### src/rtl/display_pkg.sv
// Shared display constants and helpers.
// Used by the BCD converter and its digit adjusters.
package display_pkg;

  typedef enum logic {
    ST_IDLE  = 1'b0,
    ST_SHIFT = 1'b1
  } state_t;

  localparam logic [3:0] BCD_ADJ_THRESH = 4'd5;
  localparam logic [3:0] BCD_ADJ_ADD    = 4'd3;

  // Decimal digits needed to show 2^width-1.
  function automatic int bcd_digits_for(input int width);
    longint unsigned v;
    int d;
    if (width >= 64) v = '1;
    else v = (64'd1 << width) - 64'd1;
    d = 1;
    while (v >= 64'd10) begin
      v = v / 64'd10;
      d++;
    end
    return d;
  endfunction

endpackage

### src/rtl/bin_to_bcd_seq_if.sv
// Start/busy/done handshake and data
// bundle of the BCD converter.
interface bin_to_bcd_seq_if #(
  parameter int WIDTH  = 8,
  parameter int DIGITS = 3
) ();

  logic                  start;
  logic [WIDTH-1:0]      bin_in;
  logic                  busy;
  logic                  done;
  logic [4*DIGITS-1:0]   bcd_out;

  modport master (
    output start, bin_in,
    input  busy, done, bcd_out
  );

  modport slave (
    input  start, bin_in,
    output busy, done, bcd_out
  );

endinterface

### src/rtl/bcd_digit_adjust.sv
// Double-dabble digit correction:
// add 3 when the digit is 5 or more.
module bcd_digit_adjust
  import display_pkg::*;
(
  input  logic [3:0] d_in,
  output logic [3:0] d_out
);

  assign d_out = (d_in >= BCD_ADJ_THRESH)
               ? d_in + BCD_ADJ_ADD
               : d_in;

endmodule

### src/rtl/bin_to_bcd_seq.sv
// Sequential shift-add-3 binary to packed
// BCD converter, one input bit per cycle.
module bin_to_bcd_seq
  import display_pkg::*;
#(
  parameter int WIDTH  = 8,
  parameter int DIGITS = 3
) (
  input  logic             clock,
  input  logic             resetn,
  bin_to_bcd_seq_if.slave  bus
);

  localparam int CW = $clog2(WIDTH + 1);
  localparam int BW = 4 * DIGITS;

  generate
    if (WIDTH < 1) begin : g_bad_width
      $error("bin_to_bcd_seq: WIDTH must be >= 1");
    end else if (DIGITS < bcd_digits_for(WIDTH)) begin : g_bad_digits
      $error("bin_to_bcd_seq: DIGITS too small for WIDTH");
    end
  endgenerate

  state_t           state, state_n;
  logic [WIDTH-1:0] sh, sh_n;
  logic [BW-1:0]    acc, acc_n;
  logic [BW-1:0]    adj;
  logic [CW-1:0]    cnt, cnt_n;
  logic [BW-1:0]    bcd_q, bcd_n;
  logic             done_q, done_n;

  for (genvar g = 0; g < DIGITS; g++) begin : g_adj
    bcd_digit_adjust u_adj (
      .d_in  (acc[4*g +: 4]),
      .d_out (adj[4*g +: 4])
    );
  end

  always_ff @(posedge clock) begin
    if (!resetn) begin
      state  <= ST_IDLE;
      sh     <= '0;
      acc    <= '0;
      cnt    <= '0;
      bcd_q  <= '0;
      done_q <= 1'b0;
    end else begin
      state  <= state_n;
      sh     <= sh_n;
      acc    <= acc_n;
      cnt    <= cnt_n;
      bcd_q  <= bcd_n;
      done_q <= done_n;
    end
  end

  always_comb begin
    state_n = state;
    sh_n    = sh;
    acc_n   = acc;
    cnt_n   = cnt;
    bcd_n   = bcd_q;
    done_n  = 1'b0;
    unique case (state)
      ST_IDLE: begin
        if (bus.start) begin
          sh_n    = bus.bin_in;
          acc_n   = '0;
          cnt_n   = CW'(WIDTH);
          state_n = ST_SHIFT;
        end
      end
      ST_SHIFT: begin
        // Adjusted digits shift up; MSB of sh enters the units digit.
        acc_n = {adj[BW-2:0], sh[WIDTH-1]};
        sh_n  = sh << 1;
        cnt_n = cnt - 1'b1;
        if (cnt == CW'(1)) begin
          bcd_n   = acc_n;
          done_n  = 1'b1;
          state_n = ST_IDLE;
        end
      end
    endcase
  end

  assign bus.busy    = (state == ST_SHIFT);
  assign bus.done    = done_q;
  assign bus.bcd_out = bcd_q;

endmodule

### src/flat_wrapper.sv
// flat-port wrapper written by rule: the top's interface ports become plain ports
module bin_to_bcd_seq_flat import display_pkg::*;
#(
  parameter int WIDTH  = 8,
  parameter int DIGITS = 3
)
  (clock, resetn, bus_start, bus_bin_in, bus_busy, bus_done, bus_bcd_out);
  bin_to_bcd_seq_if #(.WIDTH(WIDTH), .DIGITS(DIGITS)) bus_i ();
  input  logic clock;
  input  logic resetn;
  input wire logic [$bits(bus_i.start)-1:0] bus_start;
  input wire logic [$bits(bus_i.bin_in)-1:0] bus_bin_in;
  output wire logic [$bits(bus_i.busy)-1:0] bus_busy;
  output wire logic [$bits(bus_i.done)-1:0] bus_done;
  output wire logic [$bits(bus_i.bcd_out)-1:0] bus_bcd_out;
  assign bus_i.start = bus_start;
  assign bus_i.bin_in = bus_bin_in;
  assign bus_busy = bus_i.busy;
  assign bus_done = bus_i.done;
  assign bus_bcd_out = bus_i.bcd_out;
  bin_to_bcd_seq #(.WIDTH(WIDTH), .DIGITS(DIGITS)) u_core (.clock(clock), .resetn(resetn), .bus(bus_i));
endmodule
### config.mk
export PLATFORM = sky130hd
export DESIGN_NAME = bin_to_bcd_seq_flat
export DESIGN_NICKNAME = d
export VERILOG_FILES = /design/src/rtl/display_pkg.sv /design/src/rtl/bin_to_bcd_seq_if.sv /design/src/rtl/bcd_digit_adjust.sv /design/src/rtl/bin_to_bcd_seq.sv /design/src/flat_wrapper.sv
export SDC_FILE = /design/constraint.sdc
export NUM_CORES = 1
export LEC_CHECK = 0
export BUFFER_PORTS_ARGS = -buffer_cell sky130_fd_sc_hd__buf_4
export CORE_UTILIZATION = 35
export CTS_BUF_LIST = sky130_fd_sc_hd__clkbuf_8
export CTS_CLUSTER_SIZE = 12
export DETAILED_ROUTE_END_ITERATION = 6
export GPL_TIMING_DRIVEN = 0
export PLACE_DENSITY = 0.52
export SLEW_MARGIN = 10
export SYNTH_ARGS = -nofsm -noshare
export SYNTH_HDL_FRONTEND = slang
export SYNTH_SLANG_ARGS = --single-unit
export TNS_END_PERCENT = 100
### constraint.sdc
create_clock -name clock -period 1.77 [get_ports clock]
set_clock_uncertainty 0.2 [all_clocks]
set_input_delay 0.2655 -clock clock [delete_from_list [all_inputs] [get_ports clock]]
set_output_delay 0.2655 -clock clock [all_outputs]
set_load 0.005 [all_outputs]
==> impl_metrics.yaml, run 1 <==
status:
  status: "complete, no violations"
timing:
  setup_ws_ns: 0.03328
  setup_viol: 0
  period_share_pct: 98.12
  tightest_slew_ns: 0.4989
  holdWs_ns: 0.1236
  slew_violations: 0
  fmax_ghz: 0.5758
  hold_viol_final: 0
  slew_headroom_pct: 66.74
  finalSetupTns_ns: 0
  fin_crit_ns: 1.737
critical_path:
  cp_max_fo: 4
  cp.required_ns: 1.72
  critical_path_class: "reg2reg"
  endpoint_kind: "flip-flop"
  critPathArrivalTime_ns: 1.69
  worst_setup_path_start_kind: "flip-flop"
run:
  drv_cap: 0
routing:
  route.detailed.drc: 0
  wl_per_cell_um: 14.51
  antenna_left: 0
  drt-initial-drc-count: 57
  first_pass_iters: 4
  routed_wl_um: 4062
  routed_via_density: 4.911
  vias: 1375
worst_hold_path:
  hold_path_class: "in2reg"
clock_network:
  htreeDepth: 2
  cts.path.max_buffers: 2
  cts_sinks: 38
  clk_pin_slew_ns: 0.07
  numCtsBuffers: 5
  clk_latency_ns: 0.28
  root_buffer: "clkbuf_8"
  tritoncts: "built"
global_routing:
  grt_max_degree: 11
  antenna_found_initial: 0
  grt_pass1_vias: 1450
  track_usage_pct: 16.93
  grt_pass1_wl_um: 6865
  overflow: 0
placement:
  postPlaceCellArea_sq_um: 2079
  port_buffers: 24
  place.detailed.hpwl_um: 2819
  gp_congestion: 0.7164
  dp_slack_ns: -0.01058
yosys:
  synthesis.nets: 198
  synth_top_area_share_pct: 41.90
  yosysTopAreaCell: "dfxtp_1"
  ys.flop_type: "dfxtp_1"
  synthArstFlopShare_pct: 0
  ys_warn_count: 0
  syn_area_sq_um: 1815
  synth.area.top_cells: "dfxtp_1, o2bb2ai_2, ha_1, mux2i_1, o21ai_0"
  ys_seq_elements: 38
  syn_avg_cell_area_sq_um: 10.14
  ys_types: 31
  yosysMostFrequentCell: "dfxtp_1"
  netlist_instances: 179
  ys_top_cells_by_count: "dfxtp_1, o21ai_0, inv_1"
  synth_seq_area_share_pct: 41.90
  synth_edf_count: 0
cells_and_area:
  finish.instance_area_sq_um: 2223
  drive_gt1_share_pct: 29.58
  fin_nets: 232
  finish.utilization_pct: 45.86
  area_delta_synth_final_pct: 22.47
  fillers: 470
  antennaDiodeCount: 0
die:
  io_pins: 25
  die-area_sq_um: 5479
  chipWidth_um: 74.02
  core_region_area_sq_um: 4848
  die_h_um: 74.02
  initial_utilization_pct: 37.45
  rows: 25
power:
  vdd_ir_drop_max_mv: 0.4417
  p_leak_nw: 0.8569
  power_per_cell_area_nw_per_um2: 720.8
-- registers in the layout (all words and copies together) (netlist names) --
signal / count
u_core.acc: 12
u_core.bus.bcd_out: 12
u_core.sh: 8
u_core.cnt: 4
u_core.bus.busy: 1
u_core.bus.done: 1
-- layer usage --
metal | up-vias | share of wire, % | track usage (%)
li1 | 698 | - | -
met1 | 659 | 47 | 20.18
met2 | 14 | 49 | 28.48
met3 | 4 | 2.6 | 5.691
met4 | 0 | 0.86 | 5.769
met5 | - | 0 | 0
-- power by group --
part	total (mW)	switching, mW	internal (mW)
sequential	0.896	0.0187	0.878
combinational	0.164	0.0882	0.0762
clock	0.542	0.282	0.260
-- through the flow --
step / power [mW] / std cells
detailed placement: 1.079 / 270
global route: 1.690 / 280
finish: 1.603 / 280
global placement: 1.072 / 270
CTS: 1.626 / 277
floorplan: 1.020 / 179
-- layout by cell type (no fill, tap or decap) --
master	instances
inv_1	12
clkbuf_8	5
a21boi_0	3
clkbuf_1	1
a21oi_1	6
o2bb2ai_2	10
buf_2	2
ha_4	3
dfxtp_1	38
nand3_1	4
ha_1	5
a22o_1	1
mux2i_1	9
nor3_1	3
o211a_1	1
nand2_1	11
o21a_1	1
buf_4	31
o21ai_0	14
nor3_2	1
nand2b_1	4
mux2_4	3
buf_1	1
buf_6	2
nor3b_1	9
xnor2_1	3
and2_1	8
mux2_2	1
a21oi_2	3
nor2_1	1
o32ai_1	8
o2bb2ai_1	1
nor2b_1	6
inv_2	2
-- path summary, 6_finish.rpt --
kind | start | depth (start not counted) | slack, ns | endpoint
setup / recovery | u_core.acc[1] | 7 | 0.03 | u_core.acc[1]
hold / removal | bus_bin_in[0] | 3 | 0.12 | u_core.sh[0]
hold reg to reg | u_core.bus.bcd_out[3] | 1 | 0.28 | u_core.bus.bcd_out[3]
setup reg to reg | u_core.acc[1] | 7 | 0.03 | u_core.acc[1]
-- kinds of logic after synthesis --
| logic type | after synthesis | share of synthesized area [%] |
|---|---|---|
| AO/OA/AOI/OAI | 48 | 22.26 |
| XOR/XNOR | 3 | 1.448 |
| adder cells (fa/ha/maj) | 8 | 5.514 |
| buffers and inverters | 22 | 6.340 |
| flip-flops | 38 | 41.90 |
| multiplexers | 13 | 7.650 |
| AND/OR/NAND/NOR | 47 | 14.89 |
-- area by class of cell --
class | instances | area, sq um | share of cell area [%]
Multi-Input combinational cell | 119 | 984.7 | 44.29
Sequential cell | 38 | 760.7 | 34.22
Timing Repair Buffer | 27 | 202.7 | 9.116
Tap cell | 67 | 83.83 | 3.770
Buffer | 10 | 70.07 | 3.151
Clock buffer | 5 | 68.82 | 3.095
Inverter | 12 | 45.04 | 2.026
Clock inverter | 2 | 7.507 | 0.3376
-- what timing repair did --
action                                  4_1_cts  5_1_grt
hold buffers                                  0        0
buffers inserted                              0        3
pin swaps                                     1        5
gates resized for setup                       2        8
endpoints found under the setup margin        2        6
-- critical path: stages (launching register included) --
cell and delay (ns):
dfxtp_1 0.32, inv_1 0.10, ha_1 0.19, nand2b_1 0.16, a21oi_2 0.20, buf_4 0.15
xnor2_1 0.16, o32ai_1 0.12
Power figures use the tool's default switching activity.
==> run 2: changes to the inputs <==
--- a/config.mk
+++ b/config.mk
@@ -5,6 +5,7 @@
 export SDC_FILE = /design/constraint.sdc
 export NUM_CORES = 1
 export LEC_CHECK = 0
+export ABC_AREA = 1
 export BUFFER_PORTS_ARGS = -buffer_cell sky130_fd_sc_hd__buf_4
 export CORE_UTILIZATION = 35
 export CTS_BUF_LIST = sky130_fd_sc_hd__clkbuf_8
@@ -12,6 +13,7 @@
 export DETAILED_ROUTE_END_ITERATION = 6
 export GPL_TIMING_DRIVEN = 0
 export PLACE_DENSITY = 0.52
+export REMOVE_ABC_BUFFERS = 1
 export SLEW_MARGIN = 10
 export SYNTH_ARGS = -nofsm -noshare
 export SYNTH_HDL_FRONTEND = slang
==> run 2 against run 1 <==
Against the previous run: power is 10% higher; highest routed layer unchanged; utilization down 1.8 points; combinational power shrank 24%; largest cell class unchanged; non-clock buffer count down 13; sequential power about the same; synthesized cell count up 39%; maximum frequency rose by 10%; sequential share of layout area grew 2.1 points; hold slack lost 0.075 ns; worst setup slack improved by 0.16 ns; clock-buffer cell count is the same.
==> impl_metrics.yaml, run 2 <==
die:
  die-area_sq_um: 5332
  initial_utilization_pct: 36.89
  core_region_area_sq_um: 4786
  io_pins: 25
  rows: 25
  chipWidth_um: 73.02
  die_h_um: 73.02
clock_network:
  root_buffer: "clkbuf_8"
  cts_sinks: 38
  clk_latency_ns: 0.29
  numCtsBuffers: 5
  cts.path.max_buffers: 2
  clk_pin_slew_ns: 0.08
  htreeDepth: 2
  tritoncts: "built"
  post-cts-setup-buffers: 0
global_routing:
  grt_max_degree: 26
  overflow: 0
  track_usage_pct: 14.81
  antenna_found_initial: 0
  grt_pass1_vias: 1341
  grt_pass1_wl_um: 5961
power:
  p_leak_nw: 0.9943
  vdd_ir_drop_max_mv: 0.5396
  power_per_cell_area_nw_per_um2: 835.4
  power.total_mw: 1.763
routing:
  routed_wl_um: 3506
  wl_per_cell_um: 10.40
  drt-initial-drc-count: 71
  vias: 1537
  first_pass_iters: 4
  antenna_left: 0
  routed_via_density: 4.561
  route.detailed.drc: 0
critical_path:
  path_buf_inv: 2
  critPathArrivalTime_ns: 1.55
  r2r_cells: 8
  critical_path_class: "reg2reg"
  worst_setup_path_start_kind: "flip-flop"
  cpPeakStageDelay_ns: 0.40
  cp_max_fo: 5
  r2r_start: "u_core.acc[0]"
  crit_chain: "inv_1, ha_1, inv_1, nand2_1, nand3_1, nand2_1, nand3_1, a21oi_1"
  crit_slowest_cell: "dfxtp_1"
  endpoint_kind: "flip-flop"
  crit_path_end: "u_core.acc[1]"
  crit-reg2reg-capture: "u_core.acc[1]"
  crit_family: "simple AND/OR/NAND/NOR gates"
  startpoint: "u_core.acc[0]"
  cp.required_ns: 1.74
  cp_num_cells: 8
  reg2reg_setup_slack_ns: 0.20
yosys:
  synth_fa_ha_area_share_pct: 5.670
  ys_types: 22
  synth_seq_area_share_pct: 43.09
  yosysTopAreaCell: "dfxtp_1"
  synth_top_family_by_area: "simple AND/OR/NAND/NOR gates"
  ys.flop_type: "dfxtp_1"
  ys_seq_elements: 38
  syn_area_sq_um: 1765
  synthArstFlopShare_pct: 0
  synth_top_area_share_pct: 43.09
  yosysMostFrequentCell: "nand2_1"
  ys_top_cells_by_count: "nand2_1, dfxtp_1, inv_1"
  yosys.area_share.simple_pct: 30.69
  syn_avg_cell_area_sq_um: 7.119
  synth.area.top_cells: "dfxtp_1, nand2_1, nand3_1, inv_1, ha_1"
  synth-xor-area-share_pct: 0
  synth_compound_area_share_pct: 9.922
  ys_warn_count: 0
  synth_edf_count: 0
  synthMuxAreaShare_pct: 0.5670
  netlist_instances: 248
cells_and_area:
  fillers: 514
  layout_commonest_cell: "nand2_1"
  drive_gt1_share_pct: 14.44
  antennaDiodeCount: 0
  multi_input_area_sq_um: 847.1
  layout.area.seq_sq_um: 765.7
  area_delta_synth_final_pct: 19.56
  fin_nets: 288
  layout_common_cells: "nand2_1, dfxtp_1, inv_1"
timing:
  rsz0062_at_grt: "false"
  setup_viol: 0
  holdWs_ns: 0.04892
  slew_headroom_pct: 67.16
  hold_viol_final: 0
  period_share_pct: 88.95
  slew_violations: 0
  tightest_slew_ns: 0.4914
  fmax_ghz: 0.6352
  fin_crit_ns: 1.574
placement:
  port_buffers: 24
  gp_congestion: 0.7352
  place.detailed.hpwl_um: 2377
run:
  drv_cap: 0
worst_hold_path:
  hold_depth: 3
  hold_path_class: "in2reg"
status:
  status: "complete, no violations"
## run 2: cell count changes after synthesis, sizes merged, moves of 6 or more
cell / previous run / this run
a21oi: 9 / 19
and2: 8 / 0
inv: 12 / 32
mux2i: 9 / 1
nand2: 11 / 81
nand3: 4 / 29
nand4: 0 / 7
nor2b: 6 / 0
nor3b: 9 / 0
o21ai: 14 / 7
o2bb2ai: 11 / 0
o32ai: 8 / 0
## run 2: layout make-up
class | instances | area share, %
Multi-Input combinational cell | 168 | 40.13
Sequential cell | 38 | 36.28
Timing Repair Buffer | 24 | 8.536
Inverter | 32 | 5.691
Tap cell | 67 | 3.972
Clock buffer | 5 | 3.260
Clock inverter | 3 | 2.134
## run 2: routing by layer
layer / routed length [um] / global-route usage (%) / part of all wire, %
met5: 0 / 0 / 0
met4: 52 / 6.536 / 1.5
met3: 136 / 4.420 / 3.9
met2: 1465 / 22.84 / 42
met1: 1852 / 19.06 / 53
## run 2: worst min-delay path by stage
stage | from | end
3_5_place_dp | u_core.cnt[2] | u_core.cnt[2]
4_1_cts | bus_bin_in[0] | u_core.sh[0]
3_3_place_gp | u_core.bus.bcd_out[3] | u_core.bus.bcd_out[3]
6_report | resetn | u_core.sh[5]
5_1_grt | resetn | u_core.sh[7]
2_1_floorplan | resetn | u_core.sh[1]
## run 2: worst register-to-register path, delay by kind of cell (launching register included)
family          cells  cell delay [ns]
simple gates        4             0.42
flops               1             0.40
fa+ha+maj           1             0.20
buf+inv             2             0.18
compound gates      1             0.06
## run 2: power by group
group	switching, mW	total, mW	internal (mW)
clock network	0.321	0.740	0.419
registers	0.0235	0.899	0.876
logic	0.0749	0.124	0.0487
## run 2: kinds of logic (layout without fill, tap and decap cells)
kind of cell               Yosys count  after routing
AOI/OAI and AO/OA                   32             32
adders and majority gates            8              8
buffers and inverters               42             64
DFF                                 38             38
muxes                                1              1
and+or+nand+nor                    127            127
## run 2: timing repair
item                                    4_1_cts  5_1_grt
pin swaps                                     0        1
hold buffers                                  0        0
endpoints found under the setup margin       39       14
gates resized for setup                       5        3
## run 2: through the flow
stage	setup slack (ns)	utilization [%]	cells	instance area (sq um)	setup TNS, ns
2_1_floorplan	-0.1962	-	238	1708	-0.6775
4_1_cts	0.05203	43.97	337	2105	0
3_5_place_dp	-0.4918	41.25	329	1974	-10.92
6_report	0.1957	44.10	337	2111	0
5_1_grt	0.03725	44.10	337	2111	0
3_3_place_gp	-0.9861	41.20	329	1972	-21.99
